--- src/rtl/divider_pkg.sv ---
// Width constants and FSM state type shared by the divider and its
// quotient reconstructor.
package divider_pkg;
    localparam int DW = 16;
    localparam int QW = DW + 1;
    localparam int RW = QW + DW;
    localparam int CW = $clog2(QW);

    typedef enum logic [1:0] {
        IDLE = 2'd0,
        RUN  = 2'd1,
        DONE = 2'd2
    } state_t;
endpackage

--- src/rtl/quotient_reconstructor.sv ---
// Rebuilds quotient*divisor (+ remainder) with an iterative shift-add
// multiplier, one quotient bit per clock, LSB first.
module quotient_reconstructor
    import divider_pkg::*;
(
    input  logic          clk,
    input  logic          reset,
    input  logic          valid_in,
    output logic          in_ready,
    input  logic          mode,
    input  logic [QW-1:0] quotient,
    input  logic [DW-1:0] divisor,
    input  logic [DW-1:0] remainder,
    output logic          valid_out,
    input  logic          out_ready,
    output logic [RW-1:0] result
);

    state_t        state_reg;
    state_t        state_next;
    logic [QW-1:0] q_shift_reg;
    logic [DW-1:0] divisor_reg;
    logic [RW-1:0] acc_reg;
    logic [RW-1:0] result_reg;
    logic [CW-1:0] step_reg;

    logic          last_step;
    logic [RW-1:0] addend;
    logic [RW-1:0] acc_sum;

    assign last_step = (step_reg == CW'(QW - 1));
    assign addend    = q_shift_reg[0] ? ({{(RW - DW){1'b0}}, divisor_reg} << step_reg) : '0;
    assign acc_sum   = acc_reg + addend;

    // State register
    always_ff @(posedge clk or negedge reset) begin
        if (!reset) begin
            state_reg <= IDLE;
        end else begin
            state_reg <= state_next;
        end
    end

    // Next-state logic; no early exit so latency is operand-independent
    always_comb begin
        state_next = state_reg;
        case (state_reg)
            IDLE:    if (valid_in)  state_next = RUN;
            RUN:     if (last_step) state_next = DONE;
            DONE:    if (out_ready) state_next = IDLE;
            default: state_next = IDLE;
        endcase
    end

    // Output logic
    always_comb begin
        in_ready  = (state_reg == IDLE);
        valid_out = (state_reg == DONE);
    end

    // Datapath; result_reg keeps its value after the handshake completes
    always_ff @(posedge clk or negedge reset) begin
        if (!reset) begin
            q_shift_reg <= '0;
            divisor_reg <= '0;
            acc_reg     <= '0;
            result_reg  <= '0;
            step_reg    <= '0;
        end else begin
            case (state_reg)
                IDLE: begin
                    if (valid_in) begin
                        q_shift_reg <= quotient;
                        divisor_reg <= divisor;
                        acc_reg     <= mode ? {{(RW - DW){1'b0}}, remainder} : '0;
                        step_reg    <= '0;
                    end
                end
                RUN: begin
                    acc_reg     <= acc_sum;
                    q_shift_reg <= q_shift_reg >> 1;
                    step_reg    <= step_reg + 1'b1;
                    if (last_step) begin
                        result_reg <= acc_sum;
                    end
                end
                default: ;
            endcase
        end
    end

    assign result = result_reg;

endmodule

--- config.mk ---
export PLATFORM = sky130hd
export DESIGN_NAME = quotient_reconstructor
export DESIGN_NICKNAME = d
export VERILOG_FILES = /design/src/rtl/divider_pkg.sv /design/src/rtl/quotient_reconstructor.sv
export SDC_FILE = /design/constraint.sdc
export NUM_CORES = 1
export LEC_CHECK = 0
export CAP_MARGIN = 0
export CORE_MARGIN = 8
export CORE_UTILIZATION = 45
export DETAILED_ROUTE_END_ITERATION = 8
export PLACE_DENSITY = 0.78
export SETUP_SLACK_MARGIN = 0.05
export SKIP_CTS_REPAIR_TIMING = 1
export SLEW_MARGIN = 20
export SYNTH_ARGS = -nofsm -noshare
export SYNTH_HDL_FRONTEND = slang
export SYNTH_SLANG_ARGS = --single-unit
--- constraint.sdc ---
create_clock -name clk -period 4 [get_ports clk]
set_input_delay 0.6 -clock clk [delete_from_list [all_inputs] [get_ports clk]]
set_output_delay 0.6 -clock clk [all_outputs]
set_load 0.01 [all_outputs]
* Word-level counts from Yosys, hierarchy flattened
Cells that the tools add are included.
** Operators by class
- Multipliers :: 0
- Reductions and logical operators :: 6
- Mux-type cells :: 12
- Equality and inequality tests :: 6
- Bitwise gates (word level) :: 0
- Div/mod/pow operators :: 0
- $lt $le $gt $ge :: 0
- Shift-type cells :: 1
- Add/sub/neg operators :: 2
** Operators by type and width (count)
- two-way mux 33 bit :: 2
- case mux 33 bit (2 select lines) :: 1
- case mux 17 bit (2 select lines) :: 1
- adder 33 bit :: 1
- << shifter 16 x 5 -> 33 bit :: 1
- two-way mux 17 bit :: 1
- two-way mux 16 bit :: 1
- case mux 5 bit (2 select lines) :: 1
- two-way mux 2 bit :: 3
- case mux 2 bit (3 select lines) :: 1
- AND reduction 2 bit :: 3
- adder 5 x 1 -> 5 bit (second input constant) :: 1
- equality test 5 bit (second input constant) :: 1
- two-way mux 5 bit :: 1
- inequality test 2 bit (second input constant) :: 2
- AND reduction 3 bit :: 1
- equality test 2 x 1 -> 1 bit (second input constant) :: 1
- equality test 2 bit (second input constant) :: 1
- zero test 2 bit :: 1
- inequality test 2 x 1 -> 1 bit (second input constant) :: 1
- nonzero test 2 bit :: 1
** Storage, ports and cells
- Word-level logic and storage cells :: 33
- RAM bits :: 0
- Memories kept :: 0
- Bits in read-only memories :: 0
- Latch bits :: 0
- Register bits :: 106
- Output and inout port bits :: 35

* Logic depth before layout (Yosys ltp)
Gate-level depths: netlist of the first run.
- Depth in word-level cells :: 4
- Gate-level depth with buffers :: 19
- Gate-level depth less buffers :: 15

* Worst setup path before layout of the first run
No wires, ideal clock.
- Path kind :: flip-flop to flip-flop
- From :: reg step_reg[0]
- To :: reg result_reg[28] (netlist: result[28])
- Setup slack :: 0.294 ns
- Setup time :: 0.150 ns
- Data arrival time :: 3.556 ns
- Stages on the path, launching flop included :: 19
- Buffers on the path :: 4
- Clock period less this slack :: 3.706 ns
- Required time :: 3.850 ns
- Path through :: dfrtp_1 buf_6 buf_6 buf_2 mux2i_1 mux2i_1 a22oi_1 a211oi_1 a31o_2 and2_1 ha_1 clkbuf_1 nand4_1 nor3_1 nand2_1 a31o_2 a31oi_1 mux2i_1 o311ai_0
** Between the ends
- Longest elaborated chain between the ends :: 3
- Elaborated cells between the ends (all ways) :: 5
- Those cells by class :: add/sub (1); eq/ne (1); shift (1); mux (1); reduce/logical (1)
** RTL lines
- start: declaration :: RTL line quotient_reconstructor.sv:25 : logic [CW-1:0] step_reg;
- start signal: assignment :: RTL line quotient_reconstructor.sv:82 : step_reg <= step_reg + 1'b1;
- << shifter 16 x 5 -> 33 bit :: RTL line quotient_reconstructor.sv:32 : assign addend = q_shift_reg[0] ? ({{(RW - DW){1'b0}}, divisor_reg} << step_reg) : '0;
- two-way mux 33 bit :: RTL line quotient_reconstructor.sv:32
- adder 33 bit :: RTL line quotient_reconstructor.sv:33 : assign acc_sum = acc_reg + addend;
- end signal: assignment :: RTL line quotient_reconstructor.sv:84 : result_reg <= acc_sum;
- end: declaration :: RTL line quotient_reconstructor.sv:24 : logic [RW-1:0] result_reg;
Several ways; a longest one is shown, not always the timed one.
A chain may end at the register's enable or synchronous reset.

* Worst setup path after layout of the first run
- From :: reg step_reg[0]
- To :: reg result_reg[32] (netlist: result[32])
Same word-level chain as after synthesis.

==> run metrics, run 1 <==
Post-synth EDFFs 0; Core Box Area 15200 µm²; Clock Latency Late Sink 0.36 ns; post-synthesis cell count 821; largest net degree at the start of global routing 76; vias per cell 5.71; Pre-antenna DRT Iters 4; fillers 1416; Worst Path Class, Setup flop to flop; cell mode on critical path a31oi_2; Clock transition at path regs 0.08 ns; Slowest-stage cell, CP mux4_2; reg-to-reg slack, setup 0.19 ns; post-layout instance area 8770 µm²; Die Y 140 µm; Async S/R FF share, synth 100%; ranking of synthesized cells by area dfrtp_1 38%, nand2_1 9.4%, ha_1 6.1%; detailed-route wire length per cell 17.6 µm; clock root buffer clkbuf_16; Final Hold Viols 0; worst ir drop on vdd 0.388 mV; Top FF cell, synth dfrtp_1; 1st-iter DRT viols 480; GP Congestion 0.959; FP Rows 45; boundary pin count 89; share of the synthesized area in the top cell type 38.0%; Slew Limit Fails 0; CP startpoint kind flop; Die ar. 19700 µm²; placed instance area 8340 µm²; detailed placer's ending HPWL 15200 µm; CP required 4.25 ns; Tmin final 3.81 ns; Mean Syn Cell Area 8.49 µm²; Worst Skew 0.0107 ns; Max Cap Viol 0; ANT nets after route 0; initial antenna violation count 0; share of cells above drive strength 1 15.4%; CP cell instances buf_4, mux2_2, mux4_2, mux2i_4, o21ai_0, ha_2, nand4_1, nor4_2, a31oi_2, a31oi_2, nor4_1, a211o_1; top-count cell post-synth nand2_1; Area Overhead vs Synth 25.7%; outcome completed; element type at the critical path end flop; leakage power 3.93 nW; routed wire length 19800 µm; DRC 0; worst hold path class input pin to asynchronous set/reset pin; Seq cells post-synth 106; Synth Cell Area 6970 µm²; Warnings, synthesis 0; Hold Slack 0.372 ns; GRT Util Overall 20.3%; Syn Nets 910; Net count, final 1021; first-pass GRT wire length 32300 µm; Slew @ Worst Pin 1.07 ns; Antenna Cells 0; Die Wd 140 µm; Cell Pwr Density 895 nW/µm²; post-synthesis sequential area ratio 38.0%; H-tree depth 3; cell taking the most area after synthesis dfrtp_1; RSZ-0062 raised after global routing yes; Worst Path Max Fanout 10; gr ovfl total 0; total power 0.00784 W; post-synth cell types 58; CTS tree yes; slowest stage delay, CP 0.50 ns; Worst Path Arrival 4.06 ns; post-route clock period utilization 95.3%; Final setup viols 0; Commonest cells post-synth 174 x nand2_1, 106 x dfrtp_1, 77 x o21ai_0; Inserted Clock Buffers 9; clock buffer depth 2; worst rel slew slack 28.4%; CTS sink cnt 106; vias in the first global route 6262; initial core utilization 45.9%; achievable frequency 0.262 GHz; number of buffers added on ports 88; via count 6419
final timing paths:
kind / start / to / cells after the start
min: reset / result[2]$_DFFE_PN0P_ / 1
min reg2reg: result[14]$_DFFE_PN0P_ / result[14]$_DFFE_PN0P_ / 2
max: step_reg[0]$_DFFE_PN0P_ / result[32]$_DFFE_PN0P_ / 12
max reg2reg: step_reg[0]$_DFFE_PN0P_ / result[32]$_DFFE_PN0P_ / 12
max in group asynchronous: reset / result[25]$_DFFE_PN0P_ / 2
min in group clk: result[14]$_DFFE_PN0P_ / result[14]$_DFFE_PN0P_ / 2
placed cells by master, fill, tap and decap left out, drive strengths merged, types with 21 or more instances in the layout:
cell and n:
clkdlybuf4s50 87, xnor2 21, o21ai 77, a22oi 33
nor2 45, mux2 22, buf 67, nor3 23
mux2i 21, ha 34, dfrtp 106, nand2 175
a21oi 44
final cells by class:
cell class | instances | area [µm²] | area share [%]
well taps | 188 | 235 | 2.68
flip-flops and latches | 106 | 2650 | 30.3
multi-input cells | 649 | 4170 | 47.5
repair buffers | 154 | 1370 | 15.7
inverters | 12 | 48.8 | 0.557
clock inverters | 5 | 36.3 | 0.414
clock buffers | 11 | 253 | 2.88
power breakdown:
group	leakage [nW]	internal, W	switching, W	total (W)
sequential	1.35	0.00156	0.000339	0.00190
combinational	2.43	0.00226	0.00281	0.00507
clock	0.146	0.000460	0.000413	0.000873
worst max-delay path, delay by kind of cell, from the launching register on:
| family | cells | cell delay, ns |
|---|---|---|
| AO/OA/AOI/OAI | 4 | 0.87 |
| adder cells (fa/ha/maj) | 1 | 0.42 |
| buffers and inverters | 1 | 0.20 |
| flip-flops | 1 | 0.43 |
| multiplexers | 3 | 1.05 |
| AND/OR/NAND/NOR | 3 | 0.74 |
through the flow:
stage               TNS [ns]  util (%)  setup WS (ns)  std cells
CTS                  -0.0549      56.7        -0.0492       1121
global placement           0      54.8          0.101       1105
global route         -0.0113      57.7        -0.0113       1125
detailed placement   -0.0596      54.8        -0.0455       1105
finish                     0      57.7          0.190       1125
floorplan                  0         -          0.294        821
cell families (layout without fill, tap and decap cells):
logic type | count (synthesis) | count (layout) | synth area share, %
AND/OR/NAND/NOR | 301 | 301 | 18.6
AO/OA/AOI/OAI | 238 | 238 | 21.7
flip-flops | 106 | 106 | 38.0
buffers and inverters | 66 | 182 | 3.80
multiplexers | 46 | 46 | 7.64
adder cells (fa/ha/maj) | 35 | 35 | 6.39
XOR/XNOR | 29 | 29 | 3.75
routing by layer:
layer	track usage (%)	wire (µm)	up-vias	share of wire, %
met5	0	0	-	0
li1	-	-	3154	-
met4	5.77	341	0	1.7
met2	31.4	8720	188	44
met1	27.5	9450	3053	48
met3	5.10	1330	24	6.7
No activity file was read; power rests on OpenSTA's default activity.
==> inputs of run 2 (changes only) <==
--- a/config.mk
+++ b/config.mk
@@ -6,6 +6,7 @@
 export NUM_CORES = 1
 export LEC_CHECK = 0
 export CAP_MARGIN = 0
+export CORE_ASPECT_RATIO = 1.5
 export CORE_MARGIN = 8
 export CORE_UTILIZATION = 45
 export DETAILED_ROUTE_END_ITERATION = 8
==> constraint.sdc (replaced) <==
create_clock -name clk -period 4.5 [get_ports clk]
set_input_delay 0.675 -clock clk [delete_from_list [all_inputs] [get_ports clk]]
set_output_delay 0.675 -clock clk [all_outputs]
set_load 0.01 [all_outputs]
==> run 2 against run 1 <==
Via count is 2.2% lower. Global-route usage is 0.49 points lower. Setup slack better by 0.31 ns. Final cell count is 2.9% lower. Critical path type unchanged. Largest cell class unchanged.
==> run metrics, run 2 (synthesis gave the netlist of run 1 again) <==
r2r startpoint step_reg[1]$_DFFE_PN0P_; Final Hold Viols 0; worst rel slew slack 38.5%; achievable frequency 0.250 GHz; Die Y 168 µm; Max Cap Viol 0; ANT nets after route 0; CP startpoint kind flop; Slowest-stage cell, CP or3b_2; routed wire length 19400 µm; Inserted Clock Buffers 9; GP Congestion 0.959; outcome completed; commonest non-fill, non-tap cell in the layout nand2_1; CP cell instances clkinv_1, mux2i_1, o21ai_0, nor3b_1, ha_1, nand2_1, or3b_2, a21o_1, o31ai_4, a211oi_1, nor3_1, o21ai_0; worst r2r dst result[17]$_DFFE_PN0P_; Cell Pwr Density 773 nW/µm²; worst ir drop on vdd 0.414 mV; setup total negative slack 0 ns; highest-count cells in the layout ignoring fill and taps 174 x nand2_1, 106 x dfrtp_1, 87 x clkdlybuf4s50_1; largest net degree at the start of global routing 47; Hold Slack 0.202 ns; gr ovfl total 0; Area Overhead vs Synth 19.7%; Tmin final 4.00 ns; Pre-antenna DRT Iters 5; Worst Reg-to-Reg Cells 12; initial antenna violation count 0; vias in the first global route 6283; clock buffer depth 2; 1st-iter DRT viols 408; slowest stage delay, CP 0.50 ns; clock root buffer clkbuf_16; worst hold path class input pin to asynchronous set/reset pin; detailed-route wire length per cell 17.8 µm; reg-to-reg slack, setup 0.50 ns; first-pass GRT wire length 32300 µm; element type at the critical path end flop; Worst Path Class, Setup flop to flop; Worst Skew 0.0108 ns; Worst Path Max Fanout 12; cell mode on critical path o21ai_0; share of cells above drive strength 1 8.40%; post-route clock period utilization 89.0%; H-tree depth 3; Antenna Cells 0; CP required 4.72 ns; Clock Latency Late Sink 0.35 ns; Slew Limit Fails 0; number of buffers added on ports 88; Core Box Area 15100 µm²; fillers 1451; DRC 0; Die Wd 118 µm; vias per cell 5.75; initial core utilization 46.1%; RSZ-0062 raised after global routing no; Final setup viols 0; leakage power 3.73 nW; boundary pin count 89; via count 6279; Die ar. 19800 µm²; Worst Path Arrival 4.22 ns; CTS sink cnt 106; Net count, final 977; GRT Util Overall 19.8%; FP Rows 55; Clock transition at path regs 0.08 ns; CTS tree yes; Slew @ Worst Pin 0.922 ns; detailed placer's ending HPWL 15300 µm
==> run 2: changes by cell type in the layout (fill, tap and decap cells not counted), sizes merged <==
cell,delta
inv,+2
clkbuf,-2
buf,-44
==> run 2: per-layer routing <==
metal / global-route usage [%] / vias to the layer above / wire, µm
li1: - / 3067 / -
met1: 23.5 / 2971 / 7960
met2: 34.7 / 207 / 9840
met3: 3.43 / 34 / 1030
met4: 8.22 / 0 / 588
met5: 0 / - / 0
==> run 2: critical path: cells and delay by family, from the launching register on <==
family,cells,cell delay (ns)
adders and majority gates,1,0.28
muxes,1,0.24
and+or+nand+nor,4,1.30
DFF,1,0.35
AOI/OAI and AO/OA,5,1.34
buffers and inverters,1,0.36
==> run 2: stage by stage <==
stage / area, µm² / power (W) / util (%) / instances / worst slack (ns)
after floorplan: 6970 / 0.00442 / - / 821 / 0.794
after global placement: 8060 / 0.00561 / 53.2 / 1076 / 0.553
after detailed placement: 8060 / 0.00567 / 53.2 / 1076 / 0.569
after CTS: 8350 / 0.00646 / 55.1 / 1092 / 0.528
after global routing: 8350 / 0.00698 / 55.1 / 1092 / 0.243
final: 8350 / 0.00646 / 55.1 / 1092 / 0.496
==> run 2: where the power goes <==
| group | internal [W] | switching (W) | total, W |
|---|---|---|---|
| logic | 0.00165 | 0.00236 | 0.00401 |
| clock network | 0.000392 | 0.000389 | 0.000781 |
| registers | 0.00139 | 0.000279 | 0.00167 |
| total | 0.00343 | 0.00303 | 0.00646 |
==> run 2: area by class of cell <==
type | count | area [µm²] | share of cell area, %
Tap cell | 199 | 249 | 2.98
Clock buffer | 9 | 225 | 2.70
Inverter | 12 | 45.0 | 0.540
Multi-Input combinational cell | 649 | 4070 | 48.7
Timing Repair Buffer | 110 | 1040 | 12.5
Clock inverter | 7 | 67.6 | 0.809
Sequential cell | 106 | 2650 | 31.8
==> run 2: worst max path at each step <==
stage               slack [ns]  depth (start not counted)                    start                     end
floorplan                 0.79                         18  step_reg[0]$_DFFE_PN0P_  result[28]$_DFFE_PN0P_
global placement          0.55                         12  step_reg[1]$_DFFE_PN0P_  result[17]$_DFFE_PN0P_
detailed placement        0.57                         12  step_reg[1]$_DFFE_PN0P_  result[17]$_DFFE_PN0P_
CTS                       0.53                         12  step_reg[1]$_DFFE_PN0P_  result[17]$_DFFE_PN0P_
global route              0.24                         14  step_reg[0]$_DFFE_PN0P_  result[26]$_DFFE_PN0P_
finish                    0.50                         12  step_reg[1]$_DFFE_PN0P_  result[17]$_DFFE_PN0P_
